### src/rtl/out_display_if.sv
// ---------------------------------------------------------------------------
// out_display_if
// Bundles the capture strobe, the conversion status and the display drive
// of the out_display block.
//   load  : single-cycle capture strobe for value
//   value : byte to be shown
//   busy  : conversion in progress
//   valid : one-cycle pulse when a new bcd result is committed
//   bcd   : last completed result {hundreds, tens, ones}
//   seg   : active-high segments, bit0=a .. bit6=g
//   dig   : one-hot digit enable, bit0=ones .. bit3=sign
// Modports: master drives load/value (the producer), slave is the display.
// ---------------------------------------------------------------------------
interface out_display_if;
    logic        load;
    logic [7:0]  value;
    logic        busy;
    logic        valid;
    logic [11:0] bcd;
    logic [6:0]  seg;
    logic [3:0]  dig;

    modport master (
        output load, value,
        input  busy, valid, bcd, seg, dig
    );

    modport slave (
        input  load, value,
        output busy, valid, bcd, seg, dig
    );
endinterface

### src/rtl/out_display.sv
// ---------------------------------------------------------------------------
// out_display
// Captures a byte from the core's result bus, converts it to three BCD
// digits with a sequential double-dabble engine (8 cycles), and scans the
// result onto a multiplexed common-cathode 7-segment display with
// leading-zero blanking.
// Ports:
//   clk : system clock, rising edge
//   rst : asynchronous active-low reset
//   bus : out_display_if.slave (load/value in; busy/valid/bcd/seg/dig out)
// Parameters:
//   REFRESH_DIV : clocks each digit stays enabled (>= 1)
// Optional feature macro: OUT_DISPLAY_SIGNED_EN
//   When defined, value is two's complement, its magnitude is converted and
//   a fourth (sign) digit showing '-' is added to the scan.
// ---------------------------------------------------------------------------
module out_display #(
    parameter int REFRESH_DIV = 1024
) (
    input  logic          clk,
    input  logic          rst,
    out_display_if.slave  bus
);

    typedef enum logic {IDLE, SHIFT} state_t;

    localparam int CW = (REFRESH_DIV > 1) ? $clog2(REFRESH_DIV) : 1;
    localparam logic [CW-1:0] LAST_COUNT = CW'(REFRESH_DIV - 1);

    state_t        state;
    logic [19:0]   scratch;
    logic [19:0]   next_scratch;
    logic [2:0]    iter;
    logic [11:0]   bcd_q;
    logic          busy_q;
    logic          valid_q;
    logic [7:0]    magnitude;
    logic [CW-1:0] refresh_cnt;
    logic [3:0]    dig_q;
    logic [6:0]    seg_d;

    // One double-dabble step: correct every BCD nibble >= 5, then shift.
    function automatic logic [19:0] dabble_step(input logic [19:0] s);
        logic [19:0] a;
        a = s;
        if (a[11:8]  >= 4'd5) a[11:8]  = a[11:8]  + 4'd3;
        if (a[15:12] >= 4'd5) a[15:12] = a[15:12] + 4'd3;
        if (a[19:16] >= 4'd5) a[19:16] = a[19:16] + 4'd3;
        return {a[18:0], 1'b0};
    endfunction

    function automatic logic [6:0] digit_seg(input logic [3:0] n);
        logic [6:0] s;
        case (n)
            4'd0:    s = 7'h3F;
            4'd1:    s = 7'h06;
            4'd2:    s = 7'h5B;
            4'd3:    s = 7'h4F;
            4'd4:    s = 7'h66;
            4'd5:    s = 7'h6D;
            4'd6:    s = 7'h7D;
            4'd7:    s = 7'h07;
            4'd8:    s = 7'h7F;
            4'd9:    s = 7'h6F;
            default: s = 7'h00;
        endcase
        return s;
    endfunction

    assign next_scratch = dabble_step(scratch);

`ifdef OUT_DISPLAY_SIGNED_EN
    logic neg_q;
    logic neg_pend;

    // Two's-complement magnitude; 8'h80 maps to 128, which still fits 8 bits.
    assign magnitude = bus.value[7] ? (~bus.value + 8'd1) : bus.value;
`else
    assign magnitude = bus.value;
`endif

    // Conversion FSM: capture in IDLE, eight dabble steps in SHIFT, commit
    // on the last step. Loads seen while in SHIFT are dropped.
    always_ff @(posedge clk or negedge rst) begin
        if (!rst) begin
            state    <= IDLE;
            scratch  <= '0;
            iter     <= '0;
            bcd_q    <= '0;
            busy_q   <= 1'b0;
            valid_q  <= 1'b0;
`ifdef OUT_DISPLAY_SIGNED_EN
            neg_q    <= 1'b0;
            neg_pend <= 1'b0;
`endif
        end else begin
            valid_q <= 1'b0;
            case (state)
                IDLE: begin
                    if (bus.load) begin
                        scratch  <= {12'b0, magnitude};
                        iter     <= '0;
                        busy_q   <= 1'b1;
                        state    <= SHIFT;
`ifdef OUT_DISPLAY_SIGNED_EN
                        neg_pend <= bus.value[7];
`endif
                    end
                end
                SHIFT: begin
                    scratch <= next_scratch;
                    iter    <= iter + 3'd1;
                    if (iter == 3'd7) begin
                        bcd_q   <= next_scratch[19:8];
                        valid_q <= 1'b1;
                        busy_q  <= 1'b0;
                        state   <= IDLE;
`ifdef OUT_DISPLAY_SIGNED_EN
                        neg_q   <= neg_pend;
`endif
                    end
                end
                default: state <= IDLE;
            endcase
        end
    end

    // Scan timer: each digit is held for REFRESH_DIV clocks, independent of
    // the conversion engine.
    always_ff @(posedge clk or negedge rst) begin
        if (!rst) begin
            refresh_cnt <= '0;
            dig_q       <= 4'b0001;
        end else if (refresh_cnt == LAST_COUNT) begin
            refresh_cnt <= '0;
            case (dig_q)
                4'b0001: dig_q <= 4'b0010;
                4'b0010: dig_q <= 4'b0100;
`ifdef OUT_DISPLAY_SIGNED_EN
                4'b0100: dig_q <= 4'b1000;
                4'b1000: dig_q <= 4'b0001;
`else
                4'b0100: dig_q <= 4'b0001;
`endif
                default: dig_q <= 4'b0001;
            endcase
        end else begin
            refresh_cnt <= refresh_cnt + 1'b1;
        end
    end

    // Segment decode from the committed result only, so the previous value
    // stays visible while a conversion runs.
    always_comb begin
        seg_d = 7'h00;
        case (dig_q)
            4'b0001: seg_d = digit_seg(bcd_q[3:0]);
            4'b0010: seg_d = (bcd_q[11:4] == 8'h00) ? 7'h00 : digit_seg(bcd_q[7:4]);
            4'b0100: seg_d = (bcd_q[11:8] == 4'h0) ? 7'h00 : digit_seg(bcd_q[11:8]);
`ifdef OUT_DISPLAY_SIGNED_EN
            4'b1000: seg_d = neg_q ? 7'h40 : 7'h00;
`endif
            default: seg_d = 7'h00;
        endcase
    end

    assign bus.busy  = busy_q;
    assign bus.valid = valid_q;
    assign bus.bcd   = bcd_q;
    assign bus.dig   = dig_q;
    assign bus.seg   = seg_d;

endmodule
### src/flat_wrapper.sv
// flat-port wrapper written by rule: the top's interface ports become plain ports
module out_display_flat 
#(
    parameter int REFRESH_DIV = 1024
)
  (clk, rst, bus_load, bus_value, bus_busy, bus_valid, bus_bcd, bus_seg, bus_dig);
  out_display_if bus_i ();
  input  logic clk;
  input  logic rst;
  input wire logic [$bits(bus_i.load)-1:0] bus_load;
  input wire logic [$bits(bus_i.value)-1:0] bus_value;
  output wire logic [$bits(bus_i.busy)-1:0] bus_busy;
  output wire logic [$bits(bus_i.valid)-1:0] bus_valid;
  output wire logic [$bits(bus_i.bcd)-1:0] bus_bcd;
  output wire logic [$bits(bus_i.seg)-1:0] bus_seg;
  output wire logic [$bits(bus_i.dig)-1:0] bus_dig;
  assign bus_i.load = bus_load;
  assign bus_i.value = bus_value;
  assign bus_busy = bus_i.busy;
  assign bus_valid = bus_i.valid;
  assign bus_bcd = bus_i.bcd;
  assign bus_seg = bus_i.seg;
  assign bus_dig = bus_i.dig;
  out_display #(.REFRESH_DIV(REFRESH_DIV)) u_core (.clk(clk), .rst(rst), .bus(bus_i));
endmodule
### config.mk
export PLATFORM = sky130hd
export DESIGN_NAME = out_display_flat
export DESIGN_NICKNAME = d
export VERILOG_FILES = /design/src/rtl/out_display_if.sv /design/src/rtl/out_display.sv /design/src/flat_wrapper.sv
export SDC_FILE = /design/constraint.sdc
export NUM_CORES = 1
export LEC_CHECK = 0
export CAP_MARGIN = 20
export CELL_PAD_IN_SITES_DETAIL_PLACEMENT = 1
export CELL_PAD_IN_SITES_GLOBAL_PLACEMENT = 1
export CORE_UTILIZATION = 47
export CTS_CLUSTER_SIZE = 10
export DETAILED_ROUTE_END_ITERATION = 16
export GPL_TIMING_DRIVEN = 0
export MAX_ROUTING_LAYER = met4
export PLACE_DENSITY = 0.93
export SLEW_MARGIN = 20
export SYNTH_ARGS = -nofsm -noshare
export SYNTH_HDL_FRONTEND = slang
export SYNTH_SLANG_ARGS = --single-unit
### constraint.sdc
create_clock -name clk -period 3.7 [get_ports clk]
set_input_delay 0.74 -clock clk [delete_from_list [all_inputs] [get_ports clk]]
set_output_delay 0.74 -clock clk [all_outputs]
set_load 0.03 [all_outputs]
# == Word-level counts from Yosys, hierarchy flattened ==
# Memory sizes are Yosys's and may differ from the RTL's.
# Cells that the tools add are included.
# classes
mux,20
magnitude_cmp,3
eq_ne,7
addsub,5
n_reduce_logical,4
bitwise_logic,1
# ops
operator,count
$pmux 20 s2,1
$pmux 7 s3,1
$mux 20,1
$mux 7,2
$ge 4x3->1 const B,3
$pmux 3 s2,2
$add 10x1->10 const B,1
$eq 10x10->1 const B,1
$mux 10,1
$add 4x2->4 const B,2
$logic_not 8->1,1
$mux 4,2
$mux 1,6
$mux 3,2
$eq 4x1->1 const B,1
$eq 4x2->1 const B,1
$eq 4x3->1 const B,1
$logic_not 4->1,1
$ne 2x2->1 const B,2
$pmux 1 s2,2
$reduce_and 2->1,2
$add 3x1->3 const B,1
$add 3x2->3 const B,1
$eq 3x3->1 const B,1
$not 1->1,1
# word_totals
memories,3
mem_bits_ro,336
elab_cells,51
reg_bits,52
# mem_list
memory,depth,width,read_ports,rd_ports_with_merged_regs,wr,line,text
(no name shown),16,7,1,0,0,out_display.sv:54,case (n)
(no name shown),16,7,1,0,0,out_display.sv:54,
(no name shown),16,7,1,0,0,out_display.sv:54,

# == Logic depth before layout (Yosys ltp) ==
# logic_depth
ltp_word,3
depth_mapped,6

# == Worst setup path after synthesis ==
# No wires, ideal clock.
# synth_path
path_type,reg-to-output
from,"register u_core.bcd_q[9], in the netlist u_core.bus.bcd[9]"
to,output port bus_seg[4]
t_required_ns,2.960
stages_incl_launch_ff,7
setup_slack_ns,0.847
arrival_time_ns,2.113
cell_sequence,dfrtp_1 inv_1 ha_1 nor2b_1 o32ai_1 a31oi_1 o21ai_0
# synth_between
elab_chain_len,3
word_cells_on_any_way,6
# synth_rtl
item,line,text
start: declaration,out_display.sv:34,logic [11:0] bcd_q;
start signal: assignment,out_display.sv:114,bcd_q <= next_scratch[19:8];
$mem_v2 16x7 (tied with other cells),--,
"$mux 7, on equally long branches","out_display.sv:159, out_display.sv:158",
$pmux 7 s3 (*),out_display.sv:156,case (dig_q)
end: declaration,flat_wrapper.sv:15,output wire logic [$bits(bus_i.seg)-1:0] bus_seg;
# Mark *: on every way between the ends. The rest lies on a longest branch, timed or not.

# == Worst setup path in the final report ==
# layout_path
from,"register u_core.bcd_q[9], in the netlist u_core.bus.bcd[9]"
to,output port bus_seg[1]
# The elaborated chain is that of the path after synthesis.

==> impl_metrics.tcl <==
set metrics [dict create \
    grt-ovfl-total 0 \
    cp-end-kind "primary output" \
    start_util 0.500 \
    maxCapViolCount 0 \
    ys_top_cells_by_count "dfrtp_1, o21ai_0, nand2_1" \
    grt_pass1_wl_um 12700 \
    power.density_nw_per_um2 776 \
    grt_max_degree 52 \
    hold_path.class "in -> async" \
    die_h_um 82.5 \
    synth-seq-cells 51 \
    cp-start-kind "flop" \
    synth.net_count 357 \
    place_congestion 0.896 \
    status "complete, no violations" \
    fin_crit_sh 0.980 \
    cts_num_sinks 51 \
    yosys.area_share.simple 0.184 \
    fmax_ghz 0.276 \
    syn2layout_area_growth_pct 17.2 \
    coreArea_um2 6100 \
    fin_total_pwr_mw 2.78 \
    drc_errors 0 \
    cp_cell_sequence "inv_1, ha_1, nor3b_1, and2b_2, a32oi_1, nand2_1, clkdlybuf4s50_1" \
    synth_top_family_by_area "simple AND/OR/NAND/NOR gates" \
    drv_slew 0 \
    worst_slew_pin_slew_ns 0.654 \
    yosys.area_share.adder 0.0985 \
    diodes 0 \
    synth-edff-count 0 \
    dr.pass1.iters 4 \
    fin_skew_ns 0.00773 \
    clockBufferDepth 2 \
    die_x_um 82.5 \
    r2r_cells 6 \
    relSlewSlack 0.564 \
    leakage_nw 1.67 \
    min_period_ns 3.62 \
    synthCells 322 \
    synth-compound-area-share 0.136 \
    io_buffers 33 \
    antenna_found_initial 0 \
    drtIter0Drc 64 \
    synth-seq-area-share 0.419 \
    place_area_um2 3470 \
    finalSetupTns_ns 0 \
    grt_util_all_layers 0.256 \
    critPathRequiredTime_ns 2.96 \
    io-pin-count 36 \
    cts-resized-gates 0 \
    final_area_um2 3570 \
    setup_viol 0 \
    synth-async-reset-ratio 1.00 \
    crit_path_max_fanout 8 \
    netlist_area_um2 3050 \
    postCtsHoldBufs 0 \
    hpwl_um 5520 \
    vias 2493 \
    avgSynthCellArea_um2 9.47 \
    final-hold-violation-count 0 \
    ant_nets 0 \
    final_cell_count_no_fill 438 \
    clk_pin_slew_ns 0.09 \
    cpLargestDelayFamily "simple AND/OR/NAND/NOR gates" \
    dp_cells 430 \
    ir_worst_vdd_uv 414 \
    cp.depth 7 \
    netlist.area_leader.share 0.410 \
    yosys.cell_count.top_type "dfrtp_1" \
    critPathMaxStageDelay_ns 0.60 \
    cts_setup_buffers 0 \
    cts_buffers 5 \
    routedWlPerCell_um 17.5 \
    synthMuxAreaShare 0.0841 \
    synth.area.top_cells "dfrtp_1, ha_1, mux2i_1" \
    yosysWarnings 0 \
    arrival_ns 2.88 \
    finalWirelength_um 7680 \
    cts_root_buf "clkbuf_8" \
    postLayoutCoreUtil 0.586 \
    cts_tree "yes" \
    grt_setup_unrepaired "no" \
    num_rows 28 \
    synth_ff_type "dfrtp_1" \
    clock_latency_ns 0.31 \
    slowest_stage "clkdlybuf4s50_1" \
    via_per_inst 5.69 \
    path_class "reg -> out" \
    drive_above_1_share 0.0799 \
    cp_num_buf_inv 2 \
    yosysTopAreaCell "dfrtp_1" \
    htreeDepth 2 \
    ys_types 45 \
    die_area_um2 6810 \
    synth_xor_area_frac 0.0287 \
    grt_pass1_vias 2654 \
    nets 397 \
]
-- power breakdown --
part	total [mW]	leakage, nW	switching, mW	internal, mW
Clock	0.358	0.0505	0.188	0.170
Combinational	1.46	0.975	0.863	0.598
Sequential	0.957	0.644	0.212	0.745
-- metal layers --
layer,global-route usage,vias to the layer above,share of wire
met3,0.0363,13,0.028
met1,0.289,1244,0.44
li1,-,1187,-
met4,0.0983,0,0.022
met2,0.459,49,0.51
met5,-,-,0
-- through the flow --
stage | hold slack [ns] | setup slack (ns)
floorplan | 0.440 | 0.847
global placement | 0.459 | 0.383
detailed placement | 0.482 | 0.426
CTS | 0.475 | 0.0918
global route | 0.515 | 0.00188
finish | 0.458 | 0.0751
-- logic make-up after synthesis --
| family | after synthesis |
|---|---|
| AO/OA/AOI/OAI | 72 |
| other | 1 |
| AND/OR/NAND/NOR | 105 |
| XOR/XNOR | 10 |
| multiplexers | 25 |
| flip-flops | 51 |
| adder cells (fa/ha/maj) | 24 |
| buffers and inverters | 34 |
-- final timing paths --
path                                        from                     to  slack (ns)
max in group asynchronous                    rst  u_core.refresh_cnt[6]        2.81
max reg2reg                   u_core.scratch[17]     u_core.bus.bcd[10]        1.87
min in group clk           u_core.refresh_cnt[0]  u_core.refresh_cnt[0]        0.49
max                            u_core.bus.bcd[9]             bus_seg[1]        0.08
min reg2reg                u_core.refresh_cnt[0]  u_core.refresh_cnt[0]        0.49
min                                          rst      u_core.bus.bcd[4]        0.46
-- final cells by class --
type / count / area, µm²
plain buffers: 13 / 67.6
clock buffers: 7 / 96.3
clock inverters: 1 / 7.51
fillers: 698 / 2520
inverters: 21 / 78.8
multi-input cells: 237 / 1630
flip-flops and latches: 51 / 1280
well taps: 75 / 93.8
repair buffers: 33 / 328
-- cells in the final DEF (no fill, tap or decap), types with 3 or more instances in the layout --
cell	count
nand2b_1	14
dfrtp_1	50
mux2i_1	20
o31ai_1	3
xnor2_1	6
a21oi_1	13
buf_2	6
inv_1	21
ha_1	24
o21ai_0	40
nand3_1	13
mux2_2	5
clkbuf_1	5
clkdlybuf4s50_1	32
nand2_1	33
nor3b_1	16
a211oi_1	3
nor2_1	15
xor2_1	4
clkbuf_8	7
-- sequential cells by signal, indices dropped and copies added (netlist names) --
register	cells
u_core.iter	3
u_core.bus.valid	1
u_core.bus.bcd	12
u_core.state	1
u_core.bus.busy	1
u_core.scratch	20
u_core.bus.dig	3
u_core.refresh_cnt	10
-- worst register-to-register path, delay by kind of cell, from the launching register on --
family / cells / cell delay (ns)
AO/OA/AOI/OAI: 1 / 0.32
adder cells (fa/ha/maj): 1 / 0.27
buffers and inverters: 1 / 0.12
flip-flops: 1 / 0.41
multiplexers: 2 / 0.55
AND/OR/NAND/NOR: 1 / 0.08
Power figures use the tool's default switching activity.
